$ cat src/rtl/uart_pkg.sv
// uart_pkg: state, baud/parity codes and divisor helper shared by the UART receiver and transmitter.
package uart_pkg;

   localparam int OVERSAMPLE     = 16;
   localparam int DEFAULT_CLK_HZ = 50_000_000;

   typedef enum logic [2:0] {
      ST_IDLE,
      ST_START,
      ST_DATA,
      ST_PARITY,
      ST_STOP
   } uart_state_t;

   localparam logic [1:0] BAUD_2400  = 2'b00;
   localparam logic [1:0] BAUD_4800  = 2'b01;
   localparam logic [1:0] BAUD_9600  = 2'b10;
   localparam logic [1:0] BAUD_19200 = 2'b11;

   localparam logic [1:0] PAR_NONE     = 2'b00;
   localparam logic [1:0] PAR_ODD      = 2'b01;
   localparam logic [1:0] PAR_EVEN     = 2'b10;
   localparam logic [1:0] PAR_NONE_ALT = 2'b11;

   function automatic int baud_of(input logic [1:0] code);
      return code == BAUD_2400 ? 2400 : code == BAUD_4800 ? 4800 : code == BAUD_9600 ? 9600 : 19200;
   endfunction

   // Per-code tick divisor, rounded to nearest (1302/651/326/163 at 50 MHz).
   function automatic int baud_div(input int clk_hz, input logic [1:0] code);
      return (clk_hz + baud_of(code) * OVERSAMPLE / 2) / (baud_of(code) * OVERSAMPLE);
   endfunction

endpackage

$ cat src/rtl/uart_baud_tick.sv
// uart_baud_tick: single-cycle 16x oversampling tick for the selected baud code; clear restarts the period.
module uart_baud_tick
   import uart_pkg::*;
#(
   parameter int CLK_HZ = DEFAULT_CLK_HZ
) (
   input  logic       clk,
   input  logic       reset,
   input  logic       clear,
   input  logic [1:0] baud_rate,
   output logic       tick
);

   localparam logic [15:0] DIV_TAB [4] = '{
      16'(baud_div(CLK_HZ, BAUD_2400)),
      16'(baud_div(CLK_HZ, BAUD_4800)),
      16'(baud_div(CLK_HZ, BAUD_9600)),
      16'(baud_div(CLK_HZ, BAUD_19200))
   };

   logic [15:0] cnt;

   assign tick = !clear && cnt == DIV_TAB[baud_rate] - 16'd1;

   always_ff @(posedge clk or negedge reset)
      if (!reset) cnt <= '0;
      else cnt <= (clear || tick) ? '0 : cnt + 16'd1;

endmodule

$ cat src/rtl/uart_rx_top.sv
// uart_rx_top: 16x-oversampled 8N1/8O1/8E1 UART receiver with done strobe and error flags.
// Define UART_RX_MAJORITY_EN to decide each bit by 2-of-3 vote over ticks 6, 7 and 8.
module uart_rx_top
   import uart_pkg::*;
#(
   parameter int CLK_HZ     = DEFAULT_CLK_HZ,
   parameter int OVERSAMPLE = 16
) (
   input  logic       clk,
   input  logic       reset,
   input  logic       enable,
   input  logic [1:0] baud_rate,
   input  logic [1:0] parity_type,
   input  logic       rx,
   output logic [7:0] dout,
   output logic       done,
   output logic       receiving,
   output logic       parity_error,
   output logic       framing_error
);

   localparam logic [3:0] MID = 4'(OVERSAMPLE / 2);

   uart_state_t state_q, state_d;
   logic       rx_meta, rx_s, rx_prev;
   logic [1:0] baud_q, par_q;
   logic       tick;
   logic [3:0] tick_cnt;
   logic [2:0] bit_cnt;
   logic [7:0] shift;
   logic       s_mid, par_bit, wait_high, bit_val;
   logic       fall, start_det, sample, finish, par_en, perr_calc;

   assign fall      = rx_prev & ~rx_s;
   assign start_det = state_q == ST_IDLE && enable && fall && !wait_high;
   // Every bit is decided one tick after its nominal mid-point so both sampling modes share timing.
   assign sample    = tick && tick_cnt == MID;
   assign finish    = state_q == ST_STOP && enable && sample;
   assign par_en    = !(par_q inside {PAR_NONE, PAR_NONE_ALT});
   assign perr_calc = par_en && ((^shift ^ par_bit) != (par_q == PAR_ODD));
   assign receiving = state_q != ST_IDLE;

   uart_baud_tick #(.CLK_HZ(CLK_HZ)) u_tick (
      .clk       (clk),
      .reset     (reset),
      .clear     (start_det),
      .baud_rate (baud_q),
      .tick      (tick)
   );

`ifdef UART_RX_MAJORITY_EN
   logic s_early;
   always_ff @(posedge clk or negedge reset)
      if (!reset) s_early <= 1'b1;
      else if (tick && tick_cnt == MID - 4'd2) s_early <= rx_s;
   assign bit_val = (s_early & s_mid) | (s_early & rx_s) | (s_mid & rx_s);
`else
   assign bit_val = s_mid;
`endif

   always_ff @(posedge clk or negedge reset)
      if (!reset) state_q <= ST_IDLE;
      else state_q <= state_d;

   always_comb begin
      state_d = state_q;
      case (state_q)
         ST_IDLE:   state_d = start_det ? ST_START : ST_IDLE;
         ST_START:  if (sample) state_d = bit_val ? ST_IDLE : ST_DATA;
         ST_DATA:   if (sample && bit_cnt == 3'd7) state_d = par_en ? ST_PARITY : ST_STOP;
         ST_PARITY: if (sample) state_d = ST_STOP;
         ST_STOP:   if (sample) state_d = ST_IDLE;
         default:   state_d = ST_IDLE;
      endcase
      if (!enable) state_d = ST_IDLE;
   end

   always_ff @(posedge clk or negedge reset)
      if (!reset) begin
         rx_meta       <= 1'b1;
         rx_s          <= 1'b1;
         rx_prev       <= 1'b1;
         baud_q        <= BAUD_2400;
         par_q         <= PAR_NONE;
         tick_cnt      <= '0;
         bit_cnt       <= '0;
         shift         <= '0;
         s_mid         <= 1'b1;
         par_bit       <= 1'b0;
         wait_high     <= 1'b0;
         dout          <= '0;
         done          <= 1'b0;
         parity_error  <= 1'b0;
         framing_error <= 1'b0;
      end else begin
         rx_meta <= rx;
         rx_s    <= rx_meta;
         rx_prev <= rx_s;
         done    <= finish;
         if (start_det) begin
            baud_q   <= baud_rate;
            par_q    <= parity_type;
            tick_cnt <= '0;
            bit_cnt  <= '0;
         end else if (tick) tick_cnt <= tick_cnt + 4'd1;
         if (tick && tick_cnt == MID - 4'd1) s_mid <= rx_s;
         if (state_q == ST_DATA && sample) begin
            shift   <= {bit_val, shift[7:1]};
            bit_cnt <= bit_cnt + 3'd1;
         end
         if (state_q == ST_PARITY && sample) par_bit <= bit_val;
         if (finish) begin
            dout          <= shift;
            parity_error  <= perr_calc;
            framing_error <= ~bit_val;
         end
         // A low stop bit blocks re-arming until the line has been seen high again.
         wait_high <= finish ? ~bit_val : wait_high & ~rx_s;
      end

endmodule

$ cat config.mk
export PLATFORM = sky130hd
export DESIGN_NAME = uart_rx_top
export DESIGN_NICKNAME = d
export VERILOG_FILES = /design/src/rtl/uart_pkg.sv /design/src/rtl/uart_baud_tick.sv /design/src/rtl/uart_rx_top.sv
export SDC_FILE = /design/constraint.sdc
export NUM_CORES = 1
export LEC_CHECK = 0
export CORE_ASPECT_RATIO = 0.6
export CORE_MARGIN = 1
export CORE_UTILIZATION = 58
export DETAILED_ROUTE_END_ITERATION = 12
export GPL_TIMING_DRIVEN = 0
export PLACE_DENSITY_LB_ADDON = 0.2
export SETUP_SLACK_MARGIN = 0.1
export SYNTH_ARGS = -nofsm -noshare
export SYNTH_HDL_FRONTEND = slang
export SYNTH_SLANG_ARGS = --single-unit
$ cat constraint.sdc
create_clock -name clk -period 3.5 [get_ports clk]
set_clock_uncertainty 0.15 [all_clocks]
set_input_delay 0.7 -clock clk [delete_from_list [all_inputs] [get_ports clk]]
set_output_delay 0.7 -clock clk [all_outputs]
set_load 0.01 [all_outputs]
Word-level counts from Yosys, hierarchy flattened
Cells that the tools add are included.
{"block": "totals", "mem_bits_rw": 0, "n_memories": 0, "input_bits": 8, "latchBits": 0, "wordCells": 85, "rom_bits": 0, "regBits": 55}
{"block": "classes", "n_reduce_logical": 24, "n_div": 0, "addsub": 4, "order_cmp": 1, "n_mul": 0, "mux": 18, "eq_ne": 15, "shift": 0, "n_bitwise": 6}
{"operator": "$mux W16", "count": 3}
{"operator": "$bmux W16 S2", "count": 1}
{"operator": "$mux W3", "count": 8}
{"operator": "$add A16 B1 Y16 const B", "count": 1}
{"operator": "$eq A16 B16 Y1", "count": 1}
{"operator": "$sub A16 B1 Y16 const B", "count": 1}
{"operator": "$pmux W3 S5", "count": 1}
{"operator": "$logic_and A1 B1 Y1", "count": 12}
{"operator": "$ne A3 B3 Y1 const B", "count": 4}
{"operator": "$mux W4", "count": 2}
{"operator": "$reduce_xor A8 Y1", "count": 1}
{"operator": "$eq A3 B2 Y1 const B", "count": 2}
{"operator": "$eq A3 B3 Y1 const B", "count": 2}
{"operator": "$reduce_bool A2 Y1", "count": 3}
{"operator": "$add A4 B1 Y4 const B", "count": 1}
{"operator": "$eq A4 B3 Y1 const B", "count": 1}
{"operator": "$eq A4 B4 Y1 const B", "count": 1}
{"operator": "$reduce_and A4 Y1", "count": 1}
{"operator": "$add A3 B1 Y3 const B", "count": 1}
{"operator": "$eq A3 B1 Y1 const B", "count": 1}
{"operator": "$ge A3 B3 Y1 const B", "count": 1}
{"operator": "$logic_not A1 Y1", "count": 3}
{"operator": "$logic_not A3 Y1", "count": 1}
{"operator": "$not A2 Y3", "count": 1}
{"operator": "11 further kinds", "count": 14}

Depth between registers and ports, before layout
{"block": "depth", "word_depth": 12, "ltp_mapped": 8}

By module
From an unflattened synthesis, not the netlist that was laid out.
{"block": "hier_totals", "hier_cells": 254, "hier_area_um2": 2795.2}
{"mod": "uart_rx_top", "cells_each": 151, "area_each_um2": 1794.2, "n_inst": 1}
{"mod": "uart_baud_tick", "cells_each": 103, "area_each_um2": 1001.0, "n_inst": 1}

Worst setup path after synthesis
OpenSTA, ideal clock, no wires.
{"block": "synth_path", "kind": "reg-to-reg", "startpoint": "register baud_q[0]", "endpoint": "register shift[1]", "setup_slack_ns": 1.064, "stages_incl_launch_ff": 8, "required_ns": 3.225, "path_buffers": 2, "arrival_ns": 2.161, "setup_time_ns": 0.125, "cell_sequence": "dfrtp_1 > buf_6 > nor4b_1 > a2bb2oi_2 > nand2_2 > or4_4 > buf_6 > mux2_4"}
{"block": "synth_between", "elab_chain_cells": 9}
{"item": "start: declaration", "line_no": "uart_rx_top.sv:26", "rtl": "logic [1:0] baud_q, par_q;"}
{"item": "start signal: assignment", "line_no": "uart_rx_top.sv:101", "rtl": "baud_q <= baud_rate;"}
{"item": "$not A2 Y3 (implied by the code)", "line_no": "uart_baud_tick.sv:23", "rtl": "assign tick = !clear && cnt == DIV_TAB[baud_rate] - 16'd1;"}
{"item": "$bmux W16 S2", "line_no": "uart_baud_tick.sv:23"}
{"item": "$mux W16 (implied by the code) (2 in series)", "line_no": "uart_baud_tick.sv:23"}
{"item": "$sub A16 B1 Y16", "line_no": "uart_baud_tick.sv:23"}
{"item": "$eq A16 B16 Y1", "line_no": "uart_baud_tick.sv:23"}
{"item": "$logic_and A1 B1 Y1", "line_no": "uart_baud_tick.sv:23"}
{"item": "$logic_and A1 B1 Y1", "line_no": "uart_rx_top.sv:37", "rtl": "assign sample = tick && tick_cnt == MID;"}
{"item": "$logic_and A1 B1 Y1", "line_no": "uart_rx_top.sv:107", "rtl": "if (state_q == ST_DATA && sample) begin"}
{"item": "end signal: assignment", "line_no": "uart_rx_top.sv:108", "rtl": "shift <= {bit_val, shift[7:1]};"}
{"item": "end: declaration", "line_no": "uart_rx_top.sv:30", "rtl": "logic [7:0] shift;"}
No other way between the ends. The select of a mux whose other input is x is not followed.
A chain may end at the register's enable or synchronous reset.

Final worst setup path
{"block": "layout_path", "startpoint": "input port enable", "endpoint": "register state_q[2]"}
{"block": "layout_between", "elab_chain_cells": 9, "elab_cells_between_ends": 13}
{"item": "start: declaration", "line_no": "uart_rx_top.sv:11", "rtl": "input logic enable,"}
{"item": "$logic_and A1 B1 Y1 (3 in series)", "line_no": "uart_rx_top.sv:35", "rtl": "assign start_det = state_q == ST_IDLE && enable && fall && !wait_high;"}
{"item": "$logic_not A1 Y1", "line_no": "uart_baud_tick.sv:23"}
{"item": "$logic_and A1 B1 Y1", "line_no": "uart_baud_tick.sv:23"}
{"item": "$logic_and A1 B1 Y1", "line_no": "uart_rx_top.sv:37"}
{"item": "$logic_and A1 B1 Y1", "line_no": "uart_rx_top.sv:70", "rtl": "ST_DATA: if (sample && bit_cnt == 3'd7) state_d = par_en ? ST_PARITY : ST_STOP;"}
{"item": "$ne A3 B3 Y1 (no source line)"}
{"item": "$reduce_and A4 Y1 (no source line)"}
{"item": "end signal: assignment", "line_no": "uart_rx_top.sv:63", "rtl": "else state_q <= state_d;"}
{"item": "end: declaration", "line_no": "uart_rx_top.sv:24", "rtl": "uart_state_t state_q, state_d;"}
Parallel ways exist; a longest one is shown, timed or not.

==> impl_metrics.ini <==
[synth]
synth_xor_xnor_area_share = 0.0736
synth_area_sq_mm = 0.00274
netlist-cell-type-count = 48
syn_area_per_cell_sq_um = 10.8
synth_top_family_by_area = simple AND/OR/NAND/NOR gates
async_flop_share = 1.00
synth_enable_flop_cells = 0
synth_fp_nets = 267
seq_area_frac_synth = 0.505
synth-compound-area-share = 0.0512
ys_warn_count = 0
synth_ff_type = dfrtp_1
yosys.area_share.simple = 0.205
yosys-mux-area-fraction = 0.110
yosys.area_share.adder = 0.0274
syn_inst = 253
synth-seq-cells = 55

[placement]
io_buffers = 19
dp.cells = 333
dp_hpwl_mm = 3.88
routabilityCongestion = 0.824

[setup_path]
r2r_end = state_q[2]
timing.rr.start = state_q[0]
max_stage_delay_ps = 780
crit_required_ps = 3550
cp-end-kind = flop
cpLargestDelayFamily = simple AND/OR/NAND/NOR gates
crit_chain = clkdlybuf4s50_1 -> nand2b_1 -> nor4_2 -> nor2_1 -> o31ai_1 -> o2111ai_1 -> mux2_2
cp_slowest_cell = nor4_2
crit_type = in -> reg
rr_worst_depth = 7
critPathArrivalTime_ps = 3020
path_depth = 7
critPathMaxFanout = 9
crit_buf_inv = 1
cp-start-kind = primary input
rrSetupSlack_ps = 720

[power_and_ir_drop]
p_int_w = 0.00114
p_leak_nw = 1.47
p_sw_w = 0.000538
ir_worst_vdd_uv = 261
clock_power_share = 0.260
power_density_mw_per_mm2 = 534
p_sw_frac = 0.322
combPwrFrac = 0.267
p_seq_frac = 0.473

[floorplanning]
die_area_sq_mm = 0.00501
rows = 18
die_w_um = 90.7
core_sq_mm = 0.00430
ios = 20
die_y_um = 55.2
start_util = 0.636

[global_routing]
grt_max_degree = 31
first_global_vias = 1832
grt_pass1_wl_mm = 9.40
overflow = 0
antenna_found_initial = 0
track_usage = 0.243

[cells_and_area]
drive_above_1_share = 0.164
final_nets = 294
area_growth_pct = 14.5
layoutNonFillerInstCount = 341
diodes = 0

[clock_network]
postCtsSetupRepairBufs = 0
cts_htree_levels = 2
cts_tree = built
cts_hold_buf = 0
ctsResizeCount = 0
clk_pin_slew_worst_paths_ps = 90
clkSinkCount = 55
cts_buffers = 5
cts-root-buf = clkbuf_8
clk_path_buf_depth = 2
clkLatencyLatePin_ps = 310

[min_path]
worstHoldEndpoint = rx_s
hp-class = reg -> reg
holdPathStages = 0
hold_start = rx_meta

[drt]
drt_wl_total_mm = 5.38
vias = 1932
drt-initial-drc-count = 165
vias_per_cell = 5.67
firstDrtPassIters = 4
drc = 0
ant_nets = 0
wire_per_inst_um = 15.8

[sta]
fin_crit_sh = 0.848
slew_viol_final = 0
setup-violations-final = 0
final-hold-violation-count = 0
setup_tns_ps = 0
tightest_slew_ps = 915
rsz0062_at_grt = no
fin_crit_ps = 2970
max_freq_mhz = 337
max_slew_margin = 0.385

[outcome]
status = completed

[run]
drv_cap = 0
[placed cells by master (no fill, tap or decap), drive strengths merged, types with 2 or more instances in the layout]
cell type,synthesis,final
or3,2,2
inv,7,7
xor2,11,11
nand2b,4,4
nor4,2,2
nand2,31,31
nand3b,5,5
and3,5,5
buf,4,6
nand4,4,4
clkbuf,4,10
dfstp,4,4
mux2,20,20
dfrtp,51,51
nor3,5,5
nor4b,3,3
nand3,8,8
a21oi,8,8
ha,6,6
nor3b,2,2
or4,2,2
clkdlybuf4s50,0,18
or2,2,2
nor2,26,26
o21ai,5,5
xnor2,12,12
mux2i,5,5
[power groups by stage]
stage               registers (W)  logic (W)  clock network [W]
floorplan                0.000772   0.000324                  0
global placement         0.000795   0.000416                  0
CTS                      0.000790   0.000445           0.000438
detailed placement       0.000799   0.000433                  0
global route             0.000805   0.000497           0.000463
finish                   0.000792   0.000446           0.000436
[state kept, by name, summed over array words and instances (netlist names), 2 cells and up]
| signal | cells |
|---|---|
| par_q | 2 |
| shift | 8 |
| baud_q | 2 |
| state_q | 3 |
| dout | 8 |
| bit_cnt | 3 |
| u_tick.cnt | 16 |
| tick_cnt | 4 |
[kinds of logic after synthesis]
logic type | after synthesis
simple gates | 107
buf+inv | 15
xor+xnor | 23
compound gates | 22
fa+ha+maj | 6
mux | 25
flops | 55
[cell usage after synthesis (2+ instances only)]
cell	instances	share of area
dfrtp_1	51	0.47
nand2_1	30	0.041
nor2_1	26	0.036
mux2_2	13	0.053
xnor2_1	12	0.038
xor2_1	11	0.035
a21oi_1	8	0.015
nand3_1	8	0.015
inv_1	7	0.0096
mux2_4	7	0.038
ha_1	6	0.027
and3_1	5	0.011
mux2i_1	5	0.018
nand3b_1	5	0.014
o21ai_0	5	0.0091
clkbuf_1	4	0.0055
dfstp_2	4	0.038
nand2b_1	4	0.0091
nand4_1	4	0.0091
nor3_1	4	0.0073
nor4b_1	3	0.0096
buf_6	2	0.0082
nor3b_1	2	0.0055
or2_2	2	0.0046
or3_1	2	0.0046
[worst max-delay path by stage]
| stage | startpoint | end | slack, ps |
|---|---|---|---|
| finish | enable | state_q[2] | 530 |
| global placement | reset | bit_cnt[0] | -70 |
| CTS | enable | state_q[2] | 560 |
| floorplan | baud_q[0] | shift[1] | 1060 |
| global route | enable | state_q[2] | 370 |
| detailed placement | enable | state_q[2] | 270 |
[per-stage QoR]
step	cell area (sq um)	util	setup slack (ps)	power, W	hold slack (ps)
floorplan	2740	-	1060	0.00110	195
global placement	3000	0.698	-71.9	0.00121	197
detailed placement	3020	0.701	266	0.00123	199
CTS	3130	0.729	558	0.00167	212
global route	3130	0.729	369	0.00176	214
finish	3130	0.729	531	0.00167	211
[layer usage]
metal	GRT usage	wire length, um	share of wire
met5	0	0	0
met4	0.0599	57	0.011
met1	0.389	2740	0.51
met3	0.0537	350	0.065
met2	0.331	2240	0.42
[worst reg2reg max path, cell delays in order, from the launching register on]
cell       delay [ps]
dfrtp_1           360
buf_2             170
or2_2             360
nor4_2            810
nor2_1            190
o31ai_1           120
o2111ai_1         210
mux2_2            320
[layout make-up]
type / instances / area (sq um)
fillers: 317 / 1170
inverters: 7 / 26.3
clock buffers: 6 / 82.6
repair buffers: 20 / 205
clock inverters: 2 / 35.0
plain buffers: 8 / 50.0
multi-input cells: 183 / 1280
flip-flops and latches: 55 / 1380
well taps: 60 / 75.1
Note: power is estimated with default switching activity, not from simulation.
